### config.mk
export PLATFORM = sky130hd
export DESIGN_NAME = fetch_unit_flat
export DESIGN_NICKNAME = d
export VERILOG_FILES = /design/src/rtl/fetch_unit_if.sv /design/src/rtl/fetch_unit.sv /design/src/flat_wrapper.sv
export SDC_FILE = /design/constraint.sdc
export NUM_CORES = 1
export LEC_CHECK = 0
export CAP_MARGIN = 15
export CORE_MARGIN = 2
export CORE_UTILIZATION = 46
export CTS_CLUSTER_SIZE = 40
export DETAILED_ROUTE_END_ITERATION = 8
export PLACE_DENSITY = 0.81
export SLEW_MARGIN = 10
export SYNTH_ARGS = -nofsm -noshare
export SYNTH_HDL_FRONTEND = slang
export SYNTH_SLANG_ARGS = --single-unit
export TNS_END_PERCENT = 100
### constraint.sdc
create_clock -name clk -period 4.5 [get_ports clk]
set_clock_uncertainty 0.15 [all_clocks]
set_input_delay 0.9 -clock clk [delete_from_list [all_inputs] [get_ports clk]]
set_output_delay 0.9 -clock clk [all_outputs]
set_load 0.05 [all_outputs]
### src/rtl/fetch_unit_if.sv
// rtl/fetch_unit_if.sv - instruction memory request/acknowledge bus
//
// Purpose: groups the fetch-side handshake to instruction memory.
// Signals:
//   imem_req    fetch request, held until acknowledged
//   imem_addr   fetch address (word aligned)
//   imem_ack    memory returns imem_rdata this cycle
//   imem_rdata  instruction word, valid with imem_ack
// Modports:
//   master  fetch stage (drives req/addr)
//   slave   instruction memory (drives ack/rdata)
interface fetch_unit_if;
  logic        imem_req;
  logic [31:0] imem_addr;
  logic        imem_ack;
  logic [31:0] imem_rdata;

  modport master (
    output imem_req,
    output imem_addr,
    input  imem_ack,
    input  imem_rdata
  );

  modport slave (
    input  imem_req,
    input  imem_addr,
    output imem_ack,
    output imem_rdata
  );
endinterface

### src/rtl/fetch_unit.sv
// rtl/fetch_unit.sv - RV32I instruction fetch stage
//
// Purpose: holds the PC, fetches instruction words over a variable-latency
// request/acknowledge bus, presents a stable instruction to decode and
// computes the next PC when the core retires the current instruction.
// Ports:
//   clk, rst     clock, asynchronous active-high reset
//   bus          instruction memory bus (master side)
//   instr        registered instruction word
//   instr_valid  instr/pc describe a fetched, not-yet-retired instruction
//   pc           address of the current instruction
//   pc_plus4     pc + 4 (combinational, wraps)
//   instr_done   core finished instr; PCSrc/imm_ext valid this cycle
//   PCSrc        1 = branch target, 0 = sequential
//   imm_ext      sign-extended branch offset
//   fetch_fault  sticky misaligned-target fault
//   retire_cnt   number of retired instructions (wraps)
module fetch_unit #(
  parameter logic [31:0] RESET_PC = 32'h0000_0000
) (
  input  logic          clk,
  input  logic          rst,
  fetch_unit_if.master  bus,
  output logic [31:0]   instr,
  output logic          instr_valid,
  output logic [31:0]   pc,
  output logic [31:0]   pc_plus4,
  input  logic          instr_done,
  input  logic          PCSrc,
  input  logic [31:0]   imm_ext,
  output logic          fetch_fault,
  output logic [31:0]   retire_cnt
);

  typedef enum logic [1:0] {
    BOOT  = 2'd0,
    REQ   = 2'd1,
    VALID = 2'd2,
    FAULT = 2'd3
  } state_t;

  localparam logic [31:0] NOP = 32'h0000_0013;

  state_t      state, state_next;
  logic [31:0] next_pc;
  logic        capture;
  logic        retire;
  logic        fault_set;

  assign pc_plus4 = pc + 32'd4;
  assign next_pc  = PCSrc ? (pc + imm_ext) : pc_plus4;

  // Handshake outputs are pure decodes of state, so an asynchronous reset
  // drops the request in the same instant it resets the state register.
  assign bus.imem_req  = (state == REQ);
  assign bus.imem_addr = pc;
  assign instr_valid   = (state == VALID);

  always_ff @(posedge clk or posedge rst) begin
    if (rst) begin
      state <= BOOT;
    end else begin
      state <= state_next;
    end
  end

  always_comb begin
    state_next = state;
    capture    = 1'b0;
    retire     = 1'b0;
    fault_set  = 1'b0;
    case (state)
      BOOT: begin
        state_next = REQ;
      end
      REQ: begin
        if (bus.imem_ack) begin
          capture    = 1'b1;
          state_next = VALID;
        end
      end
      VALID: begin
        if (instr_done) begin
          // Only a word-aligned target is legal; otherwise stop fetching
          // and leave pc pointing at the instruction that faulted.
          if (next_pc[1:0] == 2'b00) begin
            retire     = 1'b1;
            state_next = REQ;
          end else begin
            fault_set  = 1'b1;
            state_next = FAULT;
          end
        end
      end
      FAULT: begin
        state_next = FAULT;
      end
      default: begin
        state_next = BOOT;
      end
    endcase
  end

  always_ff @(posedge clk or posedge rst) begin
    if (rst) begin
      pc          <= RESET_PC;
      instr       <= NOP;
      fetch_fault <= 1'b0;
      retire_cnt  <= 32'd0;
    end else begin
      if (capture) begin
        instr <= bus.imem_rdata;
      end
      if (retire) begin
        pc         <= next_pc;
        retire_cnt <= retire_cnt + 32'd1;
      end
      if (fault_set) begin
        fetch_fault <= 1'b1;
      end
    end
  end

endmodule

### src/flat_wrapper.sv
// flat-port wrapper written by rule: the top's interface ports become plain ports
module fetch_unit_flat 
#(
  parameter logic [31:0] RESET_PC = 32'h0000_0000
)
  (clk, rst, instr, instr_valid, pc, pc_plus4, instr_done, PCSrc, imm_ext, fetch_fault, retire_cnt, bus_imem_req, bus_imem_addr, bus_imem_ack, bus_imem_rdata);
  fetch_unit_if bus_i ();
  input  logic clk;
  input  logic rst;
  output logic [31:0] instr;
  output logic instr_valid;
  output logic [31:0] pc;
  output logic [31:0] pc_plus4;
  input  logic instr_done;
  input  logic PCSrc;
  input  logic [31:0] imm_ext;
  output logic fetch_fault;
  output logic [31:0] retire_cnt;
  output wire logic [$bits(bus_i.imem_req)-1:0] bus_imem_req;
  output wire logic [$bits(bus_i.imem_addr)-1:0] bus_imem_addr;
  input wire logic [$bits(bus_i.imem_ack)-1:0] bus_imem_ack;
  input wire logic [$bits(bus_i.imem_rdata)-1:0] bus_imem_rdata;
  assign bus_imem_req = bus_i.imem_req;
  assign bus_imem_addr = bus_i.imem_addr;
  assign bus_i.imem_ack = bus_imem_ack;
  assign bus_i.imem_rdata = bus_imem_rdata;
  fetch_unit #(.RESET_PC(RESET_PC)) u_core (.clk(clk), .rst(rst), .bus(bus_i), .instr(instr), .instr_valid(instr_valid), .pc(pc), .pc_plus4(pc_plus4), .instr_done(instr_done), .PCSrc(PCSrc), .imm_ext(imm_ext), .fetch_fault(fetch_fault), .retire_cnt(retire_cnt));
endmodule
==> impl_metrics.py, run 1 <==
metrics = {
    "detailed_routing": {
        "drc": 0,
        "vias_per_cell": 5.68,
        "first_iter_violations": 549,
        "dr.pass1.iters": 5,
        "dr_total_vias": 6199,
        "finalWirelength_mm": 19.2,
        "drt-wirelength-per-cell_um": 17.6,
        "postRouteAntennaNets": 0,
    },
    "min_path": {
        "hold_start": "u_core.retire_cnt[31]",
        "min_path_cells": 1,
        "hold_class": "flip-flop to flip-flop",
        "min_to": "u_core.retire_cnt[31]",
    },
    "synthesis": {
        "syn_area_mm2": 0.00672,
        "synth.distinct_cells": 77,
        "seq_area_frac_synth": 0.369,
        "syn_avg_cell_area_um2": 9.39,
        "synth_edf_count": 0,
        "syn_nets": 818,
        "syn_inst": 715,
        "synth_ff_type": "dfrtp_1",
        "yosysWarnings": 0,
        "synth-async-reset-ratio": 1.00,
        "ys_seq_elements": 99,
    },
    "timing": {
        "layout_min_cycle_time_ps": 4360,
        "fmax_mhz": 229,
        "drv_slew": 0,
        "grt_setup_unrepaired": "false",
        "fin_crit_sh": 0.969,
        "finalSetupViolations": 0,
        "hold_violations": 0,
        "slew_headroom": 0.577,
        "fin_tns_setup_ps": 0,
        "tightest_slew_ps": 634,
    },
    "layout": {
        "stdcell_area_mm2": 0.00930,
        "layout.nets": 1006,
        "synthToLayoutAreaGrowth_pct": 38.5,
        "final_common_cell": "clkdlybuf4s50_1",
        "final_cell_mix": "clkdlybuf4s50_1 (226), dfrtp_1 (96), nand2_1 (63), o21ai_0 (48), xnor2_1 (47)",
        "drive_gt1_frac": 0.105,
        "final_util": 0.645,
        "diodes": 0,
        "fin_cells": 1092,
    },
    "critical_path": {
        "r2r_slack_ps": 1190,
        "path_cells": "ha_1 > nand3_1 > nor2_2 > nand2_2 > nor4_4 > xor2_1 > clkdlybuf4s50_1",
        "slowest_stage": "clkdlybuf4s50_1",
        "worstRegToRegCells": 11,
        "max_stage_delay_ps": 830,
        "endpoint_kind": "output pin",
        "crit_type": "flip-flop to output pin",
        "r2r_start": "u_core.bus.imem_addr[0]",
        "rr_endpoint": "u_core.retire_cnt[28]",
        "cp_max_fo": 6,
        "cp.required_ps": 3450,
        "critPathLaunchType": "flip-flop",
        "crit_arrival_ps": 3310,
    },
    "place": {
        "placed_area_mm2": 0.00895,
        "io_buffers": 231,
        "dp.cells": 1076,
        "gp_congestion": 0.926,
        "place_hpwl_mm": 14.2,
    },
    "power": {
        "p_leak_nw": 4.05,
        "peakVddDrop_uv": 275,
        "power_density_mw_per_mm2": 410,
    },
    "global_route": {
        "grt_max_degree": 55,
        "grt_pass1_wl_mm": 30.5,
        "grt_overflow": 0,
        "gr-usage-all-layers": 0.241,
        "grt_pass1_vias": 5925,
        "antenna_found_initial": 0,
    },
    "floorplan": {
        "fp.dieW_um": 125,
        "io_pins": 232,
        "die-height_um": 125,
        "die_area_mm2": 0.0156,
        "rows": 44,
        "core_mm2": 0.0144,
        "start_util": 0.466,
    },
    "clock_network": {
        "cts_buffers": 9,
        "postCtsSetupBuffers": 0,
        "clock_latency_ps": 350,
        "clk_pin_slew_ps": 70,
        "root_buffer": "clkbuf_16",
        "tritoncts": "yes",
        "h-tree-depth": 3,
        "cts_max_path_buffers": 2,
        "clock-sinks": 99,
    },
    "flow_run": {
        "cap_violations": 0,
    },
    "outcome": {
        "status": "completed",
    },
}
[worst max path at each step]
stage,slack (ps),to,depth (start not counted),from
4_1_cts,30,pc_plus4[16],8,u_core.bus.imem_addr[3]
6_report,140,pc_plus4[28],7,u_core.bus.imem_addr[3]
3_5_place_dp,440,u_core.retire_cnt[28],12,imm_ext[0]
3_3_place_gp,500,u_core.bus.imem_addr[26],12,imm_ext[0]
2_1_floorplan,580,pc_plus4[16],7,u_core.bus.imem_addr[3]
5_1_grt,10,pc_plus4[28],7,u_core.bus.imem_addr[2]
[synthesized netlist by cell type (4+ instances only)]
master | instances | area share
dfrtp_1 | 96 | 0.36
nand2_1 | 63 | 0.035
o21ai_0 | 48 | 0.036
xnor2_1 | 47 | 0.061
nor2_1 | 46 | 0.026
a21oi_1 | 45 | 0.034
nand3_1 | 40 | 0.030
xor2_1 | 36 | 0.047
buf_4 | 34 | 0.038
ha_1 | 33 | 0.061
mux2_2 | 33 | 0.055
clkbuf_1 | 16 | 0.0089
nand4_1 | 15 | 0.014
a21o_1 | 12 | 0.013
and3_1 | 11 | 0.010
inv_1 | 11 | 0.0061
a31oi_1 | 9 | 0.0084
buf_1 | 7 | 0.0039
a22oi_1 | 5 | 0.0056
mux2i_1 | 5 | 0.0075
nand2b_1 | 5 | 0.0047
nor3_1 | 5 | 0.0037
and2_1 | 4 | 0.0037
nor3_2 | 4 | 0.0060
o22ai_1 | 4 | 0.0037
[layer usage]
layer / global-route usage / wire length, um / up-vias
li1: - / - / 2902
met1: 0.323 / 8510 / 2968
met2: 0.393 / 8810 / 294
met3: 0.0382 / 1400 / 35
met4: 0.0954 / 478 / 0
met5: 0 / 0 / -
[metrics by stage]
step	hold WS (ps)	setup slack (ps)	power [mW]
after floorplan	327	577	2.40
after global placement	313	502	2.93
after detailed placement	329	436	2.94
after CTS	340	32.1	3.82
after global routing	339	11.0	3.97
final	334	139	3.81
[report_power, final]
part	leakage [nW]	internal (mW)	switching [mW]
Clock	0.165	0.510	0.361
Sequential	1.28	1.00	0.127
Combinational	2.61	0.656	1.16
[layout make-up]
class	count	area [um2]
inverters	11	43.8
repair buffers	239	2390
flip-flops and latches	99	2480
multi-input cells	543	3820
well taps	184	230
clock inverters	6	93.8
fillers	1167	5130
clock buffers	10	239
[critical path, delay by kind of cell, from the launching register on]
kind / cells / cell delay [ps]
buffers and inverters: 1 / 830
XOR/XNOR: 1 / 210
flip-flops: 1 / 440
adder cells (fa/ha/maj): 1 / 290
AND/OR/NAND/NOR: 4 / 1180
[state kept, by name, summed over array words and instances (netlist names)]
| register | cells |
|---|---|
| u_core.state | 2 |
| u_core.fetch_fault | 1 |
| u_core.retire_cnt | 32 |
| u_core.bus.imem_addr | 32 |
| u_core.instr | 32 |
[logic make-up after synthesis]
| kind of cell | synth area share |
|---|---|
| xor gates and xnor gates | 0.113 |
| muxes | 0.0628 |
| and+or+nand+nor | 0.180 |
| buffers and inverters | 0.0617 |
| AOI/OAI and AO/OA | 0.149 |
| adders and majority gates | 0.0645 |
| DFF | 0.369 |
[timing repair]
item,in CTS,in global routing
setup endpoints to repair,0,4
resized for setup,0,4
hold buffers,0,0
(Power assumes the default switching activity.)
==> inputs of run 2 (changes only) <==
--- a/config.mk
+++ b/config.mk
@@ -5,6 +5,7 @@
 export SDC_FILE = /design/constraint.sdc
 export NUM_CORES = 1
 export LEC_CHECK = 0
+export ABC_CLOCK_PERIOD_IN_PS = 4500
 export CAP_MARGIN = 15
 export CORE_MARGIN = 2
 export CORE_UTILIZATION = 46
==> results of run 2 <==
No change in the layout: final DEF, timing and power equal those of run 1.
==> inputs of run 3 (changes only) <==
--- a/config.mk
+++ b/config.mk
@@ -16,4 +16,4 @@
 export SYNTH_ARGS = -nofsm -noshare
 export SYNTH_HDL_FRONTEND = slang
 export SYNTH_SLANG_ARGS = --single-unit
-export TNS_END_PERCENT = 100
+export TNS_END_PERCENT = 50
==> results of run 3 <==
No change in the layout: final DEF, timing and power equal those of run 1.
